File: src/rtl/uart_rx_frontend.sv
// UART receive front end: synchronises the RX pin, detects a start edge and
// strobes center_tick at the middle of the start, data and stop bits.
module uart_rx_frontend #(
    parameter int CLK_FREQ_HZ = 100_000_000,
    parameter int BAUD        = 115200,
    parameter int FRAME_BITS  = 8,
    parameter int SYNC_STAGES = 2
) (
    input  logic clk,
    input  logic reset,
    input  logic rx_async_in,
    output logic rx_sync_out,
    output logic center_tick,
    output logic busy
);

    localparam int CLKS_PER_BIT    = CLK_FREQ_HZ / BAUD;
    localparam int HALF_BIT        = CLKS_PER_BIT / 2;
    localparam int TICKS_PER_FRAME = FRAME_BITS + 2;
    localparam int CNT_W           = $clog2(CLKS_PER_BIT);
    localparam int TICK_W          = $clog2(TICKS_PER_FRAME + 1);

    localparam logic [CNT_W-1:0] HALF_LAST = CNT_W'(HALF_BIT - 1);
    localparam logic [CNT_W-1:0] HALF_PRE  = CNT_W'(HALF_BIT - 2);
    localparam logic [CNT_W-1:0] BIT_LAST  = CNT_W'(CLKS_PER_BIT - 1);
    localparam logic [CNT_W-1:0] BIT_PRE   = CNT_W'(CLKS_PER_BIT - 2);
    localparam logic [TICK_W-1:0] STOP_CNT = TICK_W'(TICKS_PER_FRAME - 1);

    generate
        if (CLKS_PER_BIT < 4) begin : g_bad_rate
            $error("uart_rx_frontend: CLKS_PER_BIT must be at least 4");
        end
        if (SYNC_STAGES < 2) begin : g_bad_sync
            $error("uart_rx_frontend: SYNC_STAGES must be at least 2");
        end
    endgenerate

    typedef enum logic [1:0] {
        IDLE = 2'b00,
        HALF = 2'b01,
        RUN  = 2'b10
    } state_t;

    logic [SYNC_STAGES-1:0] sync_q;
    logic                   prev_q;
    logic                   fall;

    state_t             state, state_next;
    logic [CNT_W-1:0]   bit_cnt, bit_cnt_next;
    logic [TICK_W-1:0]  tick_cnt, tick_cnt_next;
    logic               tick_next;
    logic               busy_next;

    // NOTE: clocked state uses non-blocking assignments so every flop samples
    // pre-edge values; blocking here would collapse the synchroniser chain.
    always_ff @(posedge clk) begin
        if (reset) begin
            sync_q <= '1;
            prev_q <= 1'b1;
        end else begin
            sync_q <= {sync_q[SYNC_STAGES-2:0], rx_async_in};
            prev_q <= sync_q[SYNC_STAGES-1];
        end
    end

    assign rx_sync_out = sync_q[SYNC_STAGES-1];
    assign fall        = prev_q & ~rx_sync_out;

    always_ff @(posedge clk) begin
        if (reset) begin
            state       <= IDLE;
            bit_cnt     <= '0;
            tick_cnt    <= '0;
            center_tick <= 1'b0;
            busy        <= 1'b0;
        end else begin
            state       <= state_next;
            bit_cnt     <= bit_cnt_next;
            tick_cnt    <= tick_cnt_next;
            center_tick <= tick_next;
            busy        <= busy_next;
        end
    end

    // NOTE: every signal gets a default before the case so no path leaves it
    // unassigned, which would otherwise infer a latch.
    always_comb begin
        state_next    = state;
        bit_cnt_next  = bit_cnt;
        tick_cnt_next = tick_cnt;
        case (state)
            IDLE: begin
                if (fall) begin
                    state_next    = HALF;
                    bit_cnt_next  = '0;
                    tick_cnt_next = '0;
                end
            end
            HALF: begin
                if (bit_cnt == HALF_LAST) begin
                    bit_cnt_next = '0;
                    if (rx_sync_out) begin
                        state_next = IDLE;
                    end else begin
                        tick_cnt_next = TICK_W'(1);
                        state_next    = RUN;
                    end
                end else begin
                    bit_cnt_next = bit_cnt + CNT_W'(1);
                end
            end
            RUN: begin
                if (bit_cnt == BIT_LAST) begin
                    bit_cnt_next  = '0;
                    tick_cnt_next = tick_cnt + TICK_W'(1);
                    if (tick_cnt == STOP_CNT) begin
                        state_next = IDLE;
                    end
                end else begin
                    bit_cnt_next = bit_cnt + CNT_W'(1);
                end
            end
            default: begin
                state_next    = IDLE;
                bit_cnt_next  = '0;
                tick_cnt_next = '0;
            end
        endcase
    end

    // Decoded one count early so the registered strobe lands on the cycle
    // the counter reaches its terminal value.
    always_comb begin
        tick_next = 1'b0;
        case (state)
            HALF:    tick_next = (bit_cnt == HALF_PRE);
            RUN:     tick_next = (bit_cnt == BIT_PRE);
            default: tick_next = 1'b0;
        endcase
        busy_next = (state_next != IDLE);
    end

endmodule

File: config.mk
export PLATFORM = sky130hd
export DESIGN_NAME = uart_rx_frontend
export DESIGN_NICKNAME = d
export VERILOG_FILES = /design/src/rtl/uart_rx_frontend.sv
export SDC_FILE = /design/constraint.sdc
export NUM_CORES = 1
export LEC_CHECK = 0
export ABC_CLOCK_PERIOD_IN_PS = 6100
export CORE_MARGIN = 10
export CORE_UTILIZATION = 55
export DETAILED_ROUTE_END_ITERATION = 7
export GPL_ROUTABILITY_DRIVEN = 0
export MAX_ROUTING_LAYER = met4
export PLACE_DENSITY = 0.79
export SLEW_MARGIN = 20
export SYNTH_ARGS = -nofsm -noshare
export SYNTH_HDL_FRONTEND = slang
export SYNTH_SLANG_ARGS = --single-unit
File: constraint.sdc
create_clock -name clk -period 6.1 [get_ports clk]
set_input_delay 0.915 -clock clk [delete_from_list [all_inputs] [get_ports clk]]
set_output_delay 0.915 -clock clk [all_outputs]
set_load 0.02 [all_outputs]
==> results.toml <==
[critical_path]
crit_required_ps = 6350
endpoint_kind = "flip-flop"
crit_path_start_kind = "primary input"
critical_path_class = "in -> reg"
critPathArrivalTime_ps = 2590
crit_fanout = 13

[final_layout]
area_growth_pct = 4.99
layout.cells.non_filler = 181
antennaDiodeCount = 0
multi_input_area_um2 = 759
drive_gt1_share_pct = 9.80
fin_util_pct = 60.7
final_nets = 165
nFillCells = 198
seqCellArea_um2 = 420

[sta]
max_freq_ghz = 0.427
min_period_ps = 2340
period_share_pct = 38.4
final-max-slew-violation-count = 0
setup_viol = 0
skew_ps = 11.9
slew_headroom_pct = 48.2
tns_ps = 0
rsz0062_at_grt = "false"
tightest_slew_ps = 771
hold_viol = 0

[logic_synthesis]
synth_area_um2 = 1280
synth_area_leaders = "dfxtp_1, ha_1, a21oi_1"
syn-num-nets = 163
syn_area_per_cell_um2 = 8.42
yosysTopAreaCell = "dfxtp_1"
async_reset_ff_share_pct = 0
ys.flop_type = "dfxtp_1"
synth_top_area_share_pct = 32.8
synthCells = 152
ys.warnings.count = 0
ys_types = 43
synth-edff-count = 0
ys_ff_latch = 21
synth_seq_area_share_pct = 32.8

[drt]
dr.pass1.iters = 4
wl_per_cell_um = 15.2
vias = 1157
ant_nets = 0
vias_per_cell = 6.39
wl_um = 2740
drc = 0
drt_iter0_markers = 66

[placed_design]
dp_cells = 177
dp_hpwl_um = 1980
io_buffers = 5

[run_status]
status = "finished, final reports clean"

[global_routing]
antenna_found_initial = 0
track_usage_pct = 13.2
grt.overflow.total = 0
grt_pass1_wl_um = 4770
grt_max_degree = 14
grt_pass1_vias = 1063

[clocking]
cts_tree = "yes"
cts_root_buf = "clkbuf_4"
path_clk_slew_ps = 110
numCtsBuffers = 3
clock_path_buffers = 2
worstSkewPairLatency_ps = 310
cts-resized-gates = 0
post_cts_buffers = 0
cts_sinks = 21
h-tree-depth = 1
holdBufCountCts = 0

[power_and_ir_drop]
total_leakage_power_nw = 0.434
p_per_area_nw_per_um2 = 169
ir_drop_mv = 0.153

[flow_run]
maxCapViolCount = 0

[worst_hold_path]
min_path_type = "reg -> reg"

[floorplan]
die-height_um = 68.2
io_pins = 6
core_um2 = 2210
row_count = 17
die_width_um = 68.2
die-area_um2 = 4660
start_util_pct = 57.9
## state kept, by name (all words and copies together) (netlist names)
register / count
bit_cnt: 10
tick_cnt: 4
state: 2
sync_q: 2
busy: 1
center_tick: 1
prev_q: 1
## cell usage after synthesis (2+ instances only)
| cell type | n |
|---|---|
| dfxtp_1 | 21 |
| inv_1 | 14 |
| a21oi_1 | 12 |
| nor2_1 | 10 |
| nand2_1 | 9 |
| ha_1 | 8 |
| o21ai_0 | 8 |
| xnor2_1 | 6 |
| o31ai_1 | 5 |
| a2111oi_0 | 4 |
| a31oi_1 | 4 |
| nand3_1 | 4 |
| clkbuf_1 | 3 |
| nand2b_1 | 3 |
| nor4_1 | 3 |
| or2_2 | 3 |
| a31o_2 | 2 |
| a41oi_1 | 2 |
| buf_2 | 2 |
| buf_4 | 2 |
| nand4_1 | 2 |
| nor2b_1 | 2 |
| o2111ai_1 | 2 |
| or4_1 | 2 |
## final timing paths
kind	from	endpoint	slack (ps)	cells after the start
worst max-delay path	reset	tick_cnt[3]	3760	4
worst min-delay path	sync_q[0]	sync_q[1]	430	1
worst max register to register	bit_cnt[7]	bit_cnt[7]	3870	4
worst min register to register	sync_q[0]	sync_q[1]	430	1
## metrics by stage
stage	worst slack (ps)	hold slack [ps]	total power, mW	cell area, µm²
global placement	3510	399	0.162	1320
detailed placement	3470	403	0.162	1320
CTS	3770	432	0.229	1340
floorplan	4130	389	0.157	1280
finish	3760	426	0.227	1340
global route	3660	437	0.236	1340
## worst max-delay path: stages
cell and delay [ps]:
clkdlybuf4s50_1 620, or4b_2 710, nor4_1 200, a31o_2 140
## layer usage
layer / global-route usage [%] / vias to the layer above / share of wire, %
met1: 16.7 / 551 / 46
li1: - / 561 / -
met5: - / - / 0
met4: 5.53 / 0 / 2.5
met2: 20.5 / 36 / 46
met3: 1.96 / 9 / 5.3
## cell type report
class | instances | share of cell area, %
clock buffers | 4 | 1.96
multi-input cells | 109 | 56.5
repair buffers | 5 | 3.72
well taps | 28 | 2.61
inverters | 14 | 3.91
flip-flops and latches | 21 | 31.3
## cells by family after synthesis
logic type	synth area share [%]
and+or+nand+nor	22.9
adders and majority gates	7.82
DFF	32.8
AOI/OAI and AO/OA	24.5
xor gates and xnor gates	4.11
buffers and inverters	7.82
## where the power goes
part | total, mW | switching, mW | internal, mW
clock | 0.0676 | 0.0421 | 0.0255
combinational | 0.0195 | 0.0128 | 0.00678
sequential | 0.140 | 0.00104 | 0.139
total | 0.227 | 0.0559 | 0.171
## cells in the final DEF, fill, tap and decap left out, drive strengths merged, types with 3 or more instances in the layout
master / instances
o21ai: 8
nand2: 9
dfxtp: 21
xnor2: 6
inv: 14
a31oi: 4
a2111oi: 4
clkbuf: 4
nand2b: 3
o31ai: 5
ha: 8
nor2: 10
nor4: 3
clkdlybuf4s50: 5
a21oi: 12
nand3: 4
or2: 3
Note: power is estimated with default switching activity, not from simulation.
